File: src/rtl/pipe_rca_pkg.sv
// rtl/pipe_rca_pkg.sv - shared constants and stage record for the pipelined ripple-carry adder
// PIPE_RCA_SUB_EN adds the per-beat subtract flag to the stage record.
package pipe_rca_pkg;

    localparam int DEF_WIDTH = 32;
    localparam int DEF_SEG   = 8;
    localparam int MAX_WIDTH = 64;

    // One pipeline stage: operand bits not yet added ride along skewed,
    // finished sum segments accumulate in s.
    typedef struct packed {
        logic                 valid;
        logic                 carry;
        logic                 ovf;
`ifdef PIPE_RCA_SUB_EN
        logic                 sub;
`endif
        logic [MAX_WIDTH-1:0] a;
        logic [MAX_WIDTH-1:0] b;
        logic [MAX_WIDTH-1:0] s;
    } stage_t;

endpackage

File: src/rtl/pipe_rca_seg.sv
// rtl/pipe_rca_seg.sv - combinational SEG-bit ripple segment
// Also exports the carry into its MSB so the top segment can flag signed overflow.
module pipe_rca_seg
    import pipe_rca_pkg::*;
#(
    parameter int SEG = DEF_SEG
) (
    input  logic [SEG-1:0] a,
    input  logic [SEG-1:0] b,
    input  logic           cin,
    output logic [SEG-1:0] s,
    output logic           cout,
    output logic           cmsb
);

    logic [SEG:0] c;

    always_comb begin
        s    = '0;
        c    = '0;
        c[0] = cin;
        for (int i = 0; i < SEG; i++) begin
            s[i]   = a[i] ^ b[i] ^ c[i];
            c[i+1] = (a[i] & b[i]) | (c[i] & (a[i] ^ b[i]));
        end
    end

    assign cout = c[SEG];
    assign cmsb = c[SEG-1];

endmodule

File: src/rtl/pipe_rca.sv
// rtl/pipe_rca.sv - pipelined ripple-carry adder, SEG bits per stage, valid/ready handshake
// Define PIPE_RCA_SUB_EN to add the sub port (a - b - cin per beat).
module pipe_rca
    import pipe_rca_pkg::*;
#(
    parameter int WIDTH = DEF_WIDTH,
    parameter int SEG   = DEF_SEG
) (
    input  logic             clk,
    input  logic             rst_n,
    input  logic             in_valid,
    output logic             in_ready,
    input  logic [WIDTH-1:0] a,
    input  logic [WIDTH-1:0] b,
    input  logic             cin,
`ifdef PIPE_RCA_SUB_EN
    input  logic             sub,
`endif
    output logic             out_valid,
    input  logic             out_ready,
    output logic [WIDTH-1:0] sum,
    output logic             carry,
    output logic             ovf
);

    localparam int STAGES = WIDTH / SEG;

    if ((WIDTH % SEG) != 0 || WIDTH > MAX_WIDTH || SEG < 1) begin : g_bad_cfg
        $error("pipe_rca: WIDTH must be a multiple of SEG and at most MAX_WIDTH");
    end

    stage_t in_rec;
    stage_t last_q;

    always_comb begin
        in_rec              = '0;
        in_rec.valid        = in_valid;
        in_rec.a[WIDTH-1:0] = a;
        in_rec.b[WIDTH-1:0] = b;
`ifdef PIPE_RCA_SUB_EN
        in_rec.sub          = sub;
        in_rec.carry        = cin ^ sub;
`else
        in_rec.carry        = cin;
`endif
    end

    // The whole pipe advances together; bubbles move whenever the output is not stalled.
    assign in_ready = !(last_q.valid && !out_ready);

    for (genvar k = 0; k < STAGES; k++) begin : g_stage
        stage_t         src;
        stage_t         stg_d;
        stage_t         stg_q;
        logic [SEG-1:0] seg_b;
        logic [SEG-1:0] seg_s;
        logic           seg_co;
        logic           seg_cm;

        if (k == 0) begin : g_first
            assign src = in_rec;
        end else begin : g_next
            assign src = g_stage[k-1].stg_q;
        end

`ifdef PIPE_RCA_SUB_EN
        assign seg_b = src.b[k*SEG +: SEG] ^ {SEG{src.sub}};
`else
        assign seg_b = src.b[k*SEG +: SEG];
`endif

        pipe_rca_seg #(.SEG(SEG)) u_seg (
            .a    (src.a[k*SEG +: SEG]),
            .b    (seg_b),
            .cin  (src.carry),
            .s    (seg_s),
            .cout (seg_co),
            .cmsb (seg_cm)
        );

        always_comb begin
            stg_d                  = src;
            stg_d.s[k*SEG +: SEG]  = seg_s;
            stg_d.carry            = seg_co;
            stg_d.ovf              = seg_co ^ seg_cm;
        end

        always_ff @(posedge clk or negedge rst_n) begin
            if (!rst_n) begin
                stg_q <= '0;
            end else if (in_ready) begin
                stg_q <= stg_d;
            end
        end
    end

    assign last_q    = g_stage[STAGES-1].stg_q;
    assign out_valid = last_q.valid;
    assign sum       = last_q.s[WIDTH-1:0];
    assign carry     = last_q.carry;
    assign ovf       = last_q.ovf;

endmodule

File: config.mk
export PLATFORM = sky130hd
export DESIGN_NAME = pipe_rca
export DESIGN_NICKNAME = d
export VERILOG_FILES = /design/src/rtl/pipe_rca_pkg.sv /design/src/rtl/pipe_rca_seg.sv /design/src/rtl/pipe_rca.sv
export SDC_FILE = /design/constraint.sdc
export NUM_CORES = 1
export LEC_CHECK = 0
export BUFFER_PORTS_ARGS = -buffer_cell sky130_fd_sc_hd__buf_2
export CORE_MARGIN = 4
export CORE_UTILIZATION = 45
export DETAILED_ROUTE_END_ITERATION = 16
export PLACE_DENSITY = 0.75
export SETUP_SLACK_MARGIN = 0.05
export SYNTH_ARGS = -nofsm -noshare
export SYNTH_HDL_FRONTEND = slang
export SYNTH_SLANG_ARGS = --single-unit
File: constraint.sdc
create_clock -name clk -period 3.4 [get_ports clk]
set_clock_uncertainty 0.05 [all_clocks]
set_input_delay 0.34 -clock clk [delete_from_list [all_inputs] [get_ports clk]]
set_output_delay 0.34 -clock clk [all_outputs]
set_load 0.02 [all_outputs]
==> qor.csv <==
stage,metric,value,unit
cells_and_area,Nets,678,
place,dpl cells,776,
sta,achievable clock frequency,282,MHz
place,Worst Setup Slack post-DPL,-0.441,ns
min_path,Hold Crit Class,in -> reg,
power_and_ir_drop,pwr/cell area,965,nW/um^2
drt,routed vias/inst,4.89,
clocking,Max Root-Sink Buffers,2,
sta,Worst Tran Pin Value,0.789,ns
sta,fin crit share,104,%
drt,wire length per cell,16.2,microns
cells_and_area,Antenna diodes,0,
floorplanning,DIE WIDTH,139,microns
synthesis,Synth cell types,15,
sta,Total Negative Setup Slacks,-0.546,ns
clocking,TritonCTS clock tree,done,
worst_setup_path,Critical Path Sink Type,flip-flop,
place,Port Buf Inserts,104,
sta,final setup fails,4,
synthesis,register area share after synthesis,60.0,%
drt,antenna-violating nets left,0,
floorplanning,Row Count,47,
global_route,number of global-route vias before repair,4545,
synthesis,Syn Area/Cell,16.5,sq um
worst_setup_path,Critical Path Most Common Cell,fa_2,
place,gpl congestion,0.757,
synthesis,syn nets,568,
clocking,CTS sink count,185,
floorplanning,core area,16700,sq um
worst_setup_path,max incr delay on CP,0.40,ns
place,Post-DP HPWL,8.83,mm
sta,PnR worst setup slack,-0.147,ns
cells_and_area,most frequent cells in the layout,"dfrtp_1 (185), mux2_2 (167), buf_2 (103)",
sta,Final Max Slew Viols,0,
power_and_ir_drop,VDD IR max,0.421,mV
cells_and_area,final core occ,54.6,%
cells_and_area,layout cells sized above 1,61.0,%
drt,initial drt markers,213,
synthesis,Post-Synthesis Cells,467,
cells_and_area,Post-Layout Cell Count,809,
cells_and_area,area grow syn2layout,18.2,%
drt,# DRC,0,
worst_setup_path,CP bufs+invs,3,
power_and_ir_drop,LEAKAGE,3.99,nW
worst_setup_path,critical path data arrival time,3.80,ns
worst_setup_path,Crit-path slowest cell,dfrtp_1,
drt,drt total wl,13.1,mm
sta,min Tclk post-route,3.55,ns
sta,Hold Slack,0.0946,ns
drt,DR vias,3952,
floorplanning,I/O pin count,105,
global_route,first-pass GRT wire length,22.7,mm
floorplanning,Initial Util,46.2,%
outcome,status,finished with violations,
synthesis,post-synthesis register bit count,185,
clocking,clock root buffer,clkbuf_16,
cells_and_area,"commonest non-fill, non-tap cell in the layout",dfrtp_1,
worst_setup_path,CP cell instances,fa_2 > fa_2 > fa_2 > fa_2 > fa_2 > inv_2 > fa_1 > inv_1 > fa_2 > inv_2 > fa_2 > xnor2_1 > mux2_4,
worst_setup_path,Setup Crit Path Kind,reg -> reg,
sta,RSZ-0062 raised after global routing,true,
clocking,Num CTS Buffers,17,
clocking,H-tree depth,4,
worst_setup_path,gate family responsible for the most delay along the worst path,adder cells,
floorplanning,Die ar.,19300,sq um
worst_setup_path,CP Data Required Time,3.66,ns
drt,drt pass-1 iters,4,
clocking,clock transition at the registers of the reported paths,0.07,ns
synthesis,mapped cell area,7710,sq um
outcome,failing checks,negative setup slack,
floorplanning,Die Ht,139,microns
global_route,antenna violations before repair,0,
run,Max-Cap Viols,0,
sta,slew margin rel.,47.4,%
worst_setup_path,crit-path max FO,2,
sta,final hold violation count,0,
clocking,clk_lat worst skew,0.42,ns
global_route,GRT overflow,0,
global_route,largest net degree at the start of global routing,129,
worst_setup_path,type of origin of the critical path,flip-flop,
synthesis,Yosys Warn Count,0,
global_route,GRT Util Overall,14.6,%
==> metal layers <==
layer,vias to the layer above,share of wire (%),GRT usage [%]
met5,-,0,0
met4,0,1.5,4.94
met3,16,4.2,3.90
met2,79,49,23.9
met1,2052,45,19.1
li1,1805,-,-
==> through the flow <==
step,cell area [sq um],total power [mW]
after global routing,9120,9.42
after floorplan,7760,5.91
final,9120,8.80
after CTS,9110,8.92
after global placement,8440,6.57
after detailed placement,8440,6.75
==> Yosys cell counts, drive strengths merged <==
| master | count | share of area (%) |
|---|---|---|
| nor3b | 12 | 1.2 |
| a21oi | 12 | 0.78 |
| dfrtp | 185 | 60 |
| xnor2 | 1 | 0.11 |
| buf | 20 | 2.5 |
| nand2b | 1 | 0.081 |
| inv | 29 | 1.4 |
| mux2 | 172 | 25 |
| nor2b | 1 | 0.18 |
| clkbuf | 2 | 0.097 |
| fa | 32 | 8.3 |
==> sequential cells by signal, summed over array words and instances (netlist names) <==
register       cells
ovf                1
carry              1
sum               32
out_valid          1
g_stage.stg_q    150
==> worst reg2reg max path: cells and delay by family (launching register included) <==
family                     cells  cell delay [ns]
buffers and inverters          3             0.17
adders and majority gates      8             2.49
muxes                          1             0.26
DFF                            1             0.40
xor gates and xnor gates       1             0.06
==> logic make-up after synthesis <==
group / synth area share (%)
AO/OA/AOI/OAI: 0.779
XOR/XNOR: 0.114
adder cells (fa/ha/maj): 8.31
buffers and inverters: 3.99
flip-flops: 60.0
multiplexers: 25.4
AND/OR/NAND/NOR: 1.43
==> timing repair <==
item,4_1_cts,5_1_grt
gates resized for setup,17,5
buffers inserted,1,0
pin swaps,3,5
endpoints found under the hold margin,57,0
setup endpoints to repair,9,11
hold buffers,1,0
==> report_power, final <==
part / internal, mW / switching [mW] / total [mW]
clock: 1.24 / 0.819 / 2.06
sequential: 3.17 / 0.540 / 3.71
combinational: 1.67 / 1.35 / 3.02
==> final timing paths <==
| check | slack, ns | startpoint | cells past startpoint | endpoint |
|---|---|---|---|---|
| setup / recovery | -0.15 | g_stage[2].stg_q[88] | 13 | ovf |
| hold / removal | 0.09 | b[10] | 2 | g_stage[0].stg_q[74] |
| setup reg to reg | -0.15 | g_stage[2].stg_q[88] | 13 | ovf |
| hold reg to reg | 0.42 | g_stage[2].stg_q[194] | 1 | out_valid |
| max in group asynchronous | 1.91 | rst_n | 3 | sum[19] |
| min in group asynchronous | 0.52 | rst_n | 2 | sum[11] |
==> layout make-up <==
type / instances / area [sq um]
clock buffers: 19 / 443
clock inverters: 12 / 173
fillers: 1372 / 7580
inverters: 29 / 109
multi-input cells: 231 / 2860
flip-flops and latches: 185 / 4630
well taps: 220 / 275
repair buffers: 113 / 624
Power figures use the tool's default switching activity.
